`src/rtl/inst_queue_pkg.sv`:
```
// Shared widths, queue entry layout and fetch FSM encoding for the instruction queue.
package inst_queue_pkg;

    localparam int InstWidth = 32;
    localparam int AddrWidth = 32;

    localparam logic [AddrWidth-1:0] InstBytes = AddrWidth'(4);

    typedef struct packed {
        logic [InstWidth-1:0] inst;
        logic [AddrWidth-1:0] pc;
    } iq_entry_t;

    typedef enum logic [1:0] {
        FETCH_IDLE = 2'd0,
        FETCH_WAIT = 2'd1,
        FETCH_DROP = 2'd2
    } fetch_state_t;

endpackage

```
`src/rtl/inst_fifo.sv`:
```
// Circular buffer of {inst, pc} with push/pop/clear, occupancy count and full/empty.
// Latency: head read is combinational; push/pop take effect at the next edge.
// Backpressure: push while full is dropped unless a pop happens in the same cycle.
module inst_fifo
    import inst_queue_pkg::*;
#(
    parameter  int DEPTH = 16,
    localparam int PtrW  = $clog2(DEPTH)
) (
    input  logic            clk,
    input  logic            rst,
    input  logic            clear,
    input  logic            push,
    input  iq_entry_t       push_dat,
    input  logic            pop,
    output iq_entry_t       head_dat,
    output logic [PtrW:0]   count,
    output logic            full,
    output logic            empty
);

    localparam logic [PtrW:0] FullCount = (PtrW+1)'(DEPTH);

    iq_entry_t         mem [DEPTH];
    logic [PtrW-1:0]   head;
    logic [PtrW-1:0]   tail;
    logic              do_push;
    logic              do_pop;

    assign empty    = (count == '0);
    assign full     = (count == FullCount);
    assign do_pop   = pop && !empty;
    assign do_push  = push && (!full || do_pop);
    assign head_dat = empty ? '0 : mem[head];

    always_ff @(posedge clk) begin
        if (rst || clear) begin
            head  <= '0;
            tail  <= '0;
            count <= '0;
        end else begin
            if (do_push) tail <= tail + 1'b1;
            if (do_pop)  head <= head + 1'b1;
            case ({do_push, do_pop})
                2'b10:   count <= count + 1'b1;
                2'b01:   count <= count - 1'b1;
                default: count <= count;
            endcase
        end
    end

    // Storage is not reset; empty gating keeps stale words off the head outputs.
    always_ff @(posedge clk) begin
        if (do_push && !rst && !clear) mem[tail] <= push_dat;
    end

endmodule

```
`src/rtl/inst_queue.sv`:
```
// Fetch front end: issues one ICache request at a time and queues returned words for decode.
// Latency: head combinational from the queue; request issued the cycle after a slot frees up.
// Backpressure: no request while full or rdy=0; a slot is reserved per request so pushes never stall.
module inst_queue
    import inst_queue_pkg::*;
#(
    parameter int                   DEPTH    = 16,
    parameter logic [AddrWidth-1:0] RESET_PC = '0
) (
    input  logic                 clk,
    input  logic                 rst,
    input  logic                 rdy,
    output logic                 ic_req,
    output logic [AddrWidth-1:0] ic_addr,
    input  logic                 ic_valid,
    input  logic [InstWidth-1:0] ic_inst,
    output logic                 IQ_inst_valid,
    output logic [InstWidth-1:0] IQ_inst,
    output logic [AddrWidth-1:0] IQ_pc,
    input  logic                 IQ_pop,
    input  logic                 flush,
    input  logic [AddrWidth-1:0] flush_pc
);

    localparam int PtrW = $clog2(DEPTH);

    fetch_state_t         state;
    fetch_state_t         state_nxt;
    logic [AddrWidth-1:0] fetch_pc;
    logic                 flush_act;
    logic                 push;
    logic                 pop;
    iq_entry_t            push_dat;
    iq_entry_t            head_dat;
    logic [PtrW:0]        fifo_count;
    logic                 fifo_full;
    logic                 fifo_empty;

    // A frozen pipeline ignores redirects, but responses in flight are still absorbed.
    assign flush_act = rdy && flush;
    assign push      = (state == FETCH_WAIT) && ic_valid && !flush_act;
    assign pop       = rdy && IQ_pop && !fifo_empty && !flush_act;
    assign push_dat  = '{inst: ic_inst, pc: fetch_pc};

    assign ic_req  = (state == FETCH_IDLE) && rdy && !flush && !fifo_full && !rst;
    assign ic_addr = (ic_req || state == FETCH_WAIT) ? fetch_pc : '0;

    assign IQ_inst_valid = (fifo_count != '0);
    assign IQ_inst       = head_dat.inst;
    assign IQ_pc         = head_dat.pc;

    always_comb begin
        state_nxt = state;
        case (state)
            FETCH_IDLE: if (ic_req) state_nxt = FETCH_WAIT;
            FETCH_WAIT: begin
                if (ic_valid)       state_nxt = FETCH_IDLE;
                else if (flush_act) state_nxt = FETCH_DROP;
            end
            FETCH_DROP: if (ic_valid) state_nxt = FETCH_IDLE;
            default:    state_nxt = FETCH_IDLE;
        endcase
    end

    always_ff @(posedge clk) begin
        if (rst) begin
            state    <= FETCH_IDLE;
            fetch_pc <= RESET_PC;
        end else begin
            state <= state_nxt;
            if (flush_act)  fetch_pc <= flush_pc;
            else if (push)  fetch_pc <= fetch_pc + InstBytes;
        end
    end

    inst_fifo #(.DEPTH(DEPTH)) u_fifo (
        .clk      (clk),
        .rst      (rst),
        .clear    (flush_act),
        .push     (push),
        .push_dat (push_dat),
        .pop      (pop),
        .head_dat (head_dat),
        .count    (fifo_count),
        .full     (fifo_full),
        .empty    (fifo_empty)
    );

endmodule

```
`config.mk`:
```
export PLATFORM = sky130hd
export DESIGN_NAME = inst_queue
export DESIGN_NICKNAME = d
export VERILOG_FILES = /design/src/rtl/inst_queue_pkg.sv /design/src/rtl/inst_fifo.sv /design/src/rtl/inst_queue.sv
export SDC_FILE = /design/constraint.sdc
export NUM_CORES = 1
export LEC_CHECK = 0
export ABC_AREA = 1
export CAP_MARGIN = 40
export CORE_MARGIN = 4
export CORE_UTILIZATION = 55
export CTS_BUF_LIST = sky130_fd_sc_hd__clkbuf_8
export CTS_CLUSTER_SIZE = 10
export DETAILED_ROUTE_END_ITERATION = 10
export HOLD_SLACK_MARGIN = 0.08
export PLACE_DENSITY = 0.8
export RECOVER_POWER = 100
export REMOVE_ABC_BUFFERS = 1
export SLEW_MARGIN = 10
export SYNTH_ARGS = -nofsm -noshare
export SYNTH_HDL_FRONTEND = slang
export SYNTH_HIERARCHICAL = 1
export SYNTH_SLANG_ARGS = --single-unit
```
`constraint.sdc`:
```
create_clock -name clk -period 7.05 [get_ports clk]
set_input_delay 1.0575 -clock clk [delete_from_list [all_inputs] [get_ports clk]]
set_output_delay 1.0575 -clock clk [all_outputs]
set_load 0.05 [all_outputs]
```
==> metrics.md <==
| Metric | Value |
|---|---|
| Gr busiest metal | met2 |
| PwrDens | roughly 240 mW/mm^2 |
| Slowest Stage Delay on Critical Path | around 1.0 ns |
| Reg-to-Reg Start | state[0] |
| Vias | 29300 |
| CTS clock-pin slew for the worst setup and hold paths | 0.06 ns |
| Worst-margin pin slew | 2.05 ns |
| Netlist Area Pre-Place | around 0.044 mm^2 |
| Post-CTS setup repair buffer count | 0 |
| Die area | ~0.084 mm^2 |
| FF+latch area | 0.0318 mm^2 |
| Top Ports | between 150 and 200 |
| Post-synth top area share | 0.705 |
| Critical path, cell by cell | buf_16, inv_16, buf_16, clkbuf_2, nor2_1, o211ai_1, nand3_1, a21oi_1, dlygate4sd3_1 |
| Largest area contributor in the netlist | edfxtp_1 |
| Most used cell, CP | buf_16 |
| Outcome | finished, violations left |
| Vias/cell | approximately 6.0 |
| GR Layer Usage met2 | 0.410 |
| Final Hold Fails | 0 |
| Max VDD drop | between 0.00015 and 0.0002 V |
| CP startpoint kind | flip-flop |
| Synth area leaders | edfxtp_1, nor2_1, o21ai_0 |
| Clk Latency, worst-skew pair | a little over 0.8 ns |
| Max_cap viols | 12 |
| Post-synthesis register bit count | between 1000 and 1500 |
| Worst min path class | reg2reg |
| Vias in the first global route | ~29000 |
| Htree depth | 4 |
| Leakage | 16.3 nW |
| CP max FO | 238 |
| DRT iter0 DRCs | about 3600 |
| 1st-pass router iterations | 6 |
| Largest net degree at the start of global routing | 243 |
| Seq/Total Area, Yosys | 0.728 |
| Maximum root-to-sink buffer count | 3 |
| Commonest cells post-synth | edfxtp_1, nor2_1, o21ai_0 |
| Critical path endpoint category | primary output |
| Fill count | between 5000 and 6000 |
| Avg Cell Area, Syn | 12.3 um^2 |
| Cell total after placement | 4603 |
| Post-DP HPWL | between 50000 and 60000 um |
| Cts hold-fix bufs | 0 |
| Fin. max-slew vios | roughly 360 |
| Area of the multi-input gates | 0.0105 mm^2 |
| CTS tree | built |
| Root buffer cell | clkbuf_8 |
| Reg-to-reg endpoint | u_fifo/mem[10][6] |
| DIE WIDTH | 290 um |
| Kind of critical path | reg2out |
| Final worst slack | 0.622 ns |
| Post-DRT Antenna Nets | 0 |
| Routing usage on met3 | 0.0489 |
| Share of layout cells above drive strength 1 | 0.0729 |
| I/O Buffers | 167 |
| Overflow left after global routing | 0 |
| CP required | between 5 and 6 ns |
| CTS-repair resized insts | 0 |
| Worst EP arrival | around 5.4 ns |
| Fin crit period | ~6.4 ns |
| Post-synth EDFFs | slightly above 1000 |
| Rows | 103 |
| GRT Util Overall | 0.252 |
| Synth cell types | 35 |
| Met1 Use GR | 0.344 |
| Count leader, synth | edfxtp_1 |
| RSZ-0062 raised after global routing | no |
| Final WL | around 110000 um |
| Final Skew | approximately 0.043 ns |
| Layout Nets | around 3800 |
| Max Clk Rate | 0.156 GHz |
| Syn Inst Count | roughly 3600 |
| Final core occ | 0.623 |
| Failing checks | max-capacitance violations, max-slew violations |
| Fraction of registers with async set/reset | 0 |
| Area grow syn2layout | 12.7% |
| Die height | 290 um |
| Tcrit/Tclk final | 0.912 |
| Post-synth top flop | edfxtp_1 |
| Slowest-stage cell, CP | clkbuf_2 |
| Final Setup Violations | 0 |
| Pre-CTS setup slack | 2.12 ns |
| First-pass GRT wire length | 163000 um |
| GP Congestion | 0.862 |
| Clock sinks | roughly 1100 |
| Cts bufs inserted | around 160 |
| Antenna violations before repair | 2 |
| YS warnings | 6 |
| Rel. slew slack | -0.368 |
| Reg2Reg Depth | 8 |
| Total core area | 0.0789 mm^2 |
| DRC errors left | 0 |
| Initial core utilization | 0.553 |
| Setup crit end | IQ_pc[20] |
| Avg WL per Cell | 21.8 um |
| R2R Setup Slk | 1.89 ns |
| Non-Filler Instances | 4893 |
[power breakdown]
part	switching, W	internal [W]	total [W]	leakage (nW)
combinational	0.000169	0.0000723	0.000241	4.88
clock	0.00230	0.00233	0.00463	1.70
sequential	0.0000594	0.00700	0.00705	9.75
[critical path, delay by kind of cell, from the launching register on]
kind                   cells  cell delay [ns]
AO/OA/AOI/OAI              2             0.60
buffers and inverters      5             2.96
flip-flops                 1             0.48
AND/OR/NAND/NOR            2             0.25
[cell families after synthesis]
group,after synthesis,share of synthesized area
simple gates,1224,0.113
compound gates,917,0.121
flops,1075,0.728
fa+ha+maj,10,0.00304
buf+inv,320,0.0327
xor+xnor,14,0.00281
[through the flow]
| stage | setup TNS, ns | total power [W] | hold WS, ns | cell area, um^2 |
|---|---|---|---|---|
| after floorplan | -650.99 | 0.00727 | 0.446 | 42500 |
| after global placement | 0 | 0.00743 | 0.472 | 46100 |
| after detailed placement | 0 | 0.00744 | 0.499 | 46500 |
| after CTS | 0 | 0.0120 | 0.502 | 49400 |
| after global routing | 0 | 0.0123 | 0.510 | 49200 |
| final | 0 | 0.0119 | 0.505 | 49200 |
[how the worst min path moves through the flow]
stage | slack, ns | cells past startpoint | endpoint | startpoint
floorplan | 0.45 | 2 | flip-flop | u_fifo/head[2]
global placement | 0.47 | 1 | u_fifo/head[0] | u_fifo/head[0]
detailed placement | 0.50 | 2 | flip-flop | u_fifo/head[2]
CTS | 0.50 | 2 | flip-flop | u_fifo/head[2]
global route | 0.51 | 2 | flip-flop | u_fifo/head[2]
finish | 0.51 | 2 | flip-flop | u_fifo/head[1]
[routing by layer]
metal	vias up	share of wire	wire length, um
li1	13200	-	-
met1	14200	0.39	41800
met2	1646	0.48	51500
met3	255	0.097	10300
met4	0	0.028	2990
met5	-	0	0
[sequential cells by signal (all words and copies together), names as in the netlist, named ones only]
| register | count |
|---|---|
| u_fifo/count | 5 |
| u_fifo/mem | 1024 |
| u_fifo/head | 4 |
| u_fifo/tail | 4 |
| fetch_pc | 32 |
| state | 2 |
[placed cells by master (no fill, tap or decap), drive strengths merged]
| cell | Yosys | final |
|---|---|---|
| clkinv | 1 | 49 |
| nor3 | 3 | 3 |
| ha | 9 | 9 |
| fa | 1 | 1 |
| nand3 | 161 | 161 |
| dlygate4sd3 | 0 | 122 |
| diode | 0 | 3 |
| bufinv | 0 | 4 |
| buf | 99 | 34 |
| xnor2 | 1 | 1 |
| o2111a | 1 | 1 |
| a31oi | 7 | 7 |
| clkbuf | 134 | 191 |
| nand2 | 165 | 165 |
| xor2 | 13 | 13 |
| edfxtp | 1024 | 1024 |
| o211ai | 256 | 256 |
| a211oi | 1 | 1 |
| clkdlybuf4s50 | 0 | 45 |
| nand4 | 3 | 3 |
| a21oi | 100 | 100 |
| a21boi | 1 | 1 |
| nor2 | 889 | 889 |
| o21ai | 551 | 551 |
| nand3b | 3 | 3 |
| dfxtp | 51 | 51 |
| clkinvlp | 0 | 4 |
| inv | 86 | 151 |
[area by class of cell]
| cell class | instances | share of cell area |
|---|---|---|
| multi-input combinational | 2165 | 0.213 |
| clock buffer | 165 | 0.0462 |
| sequential | 1075 | 0.647 |
| timing repair buffer | 227 | 0.0470 |
| inverter | 87 | 0.00713 |
| tap | 1050 | 0.0267 |
| clock inverter | 121 | 0.0134 |
| antenna | 3 | 0.000153 |
No activity file was read; power rests on OpenSTA's default activity.
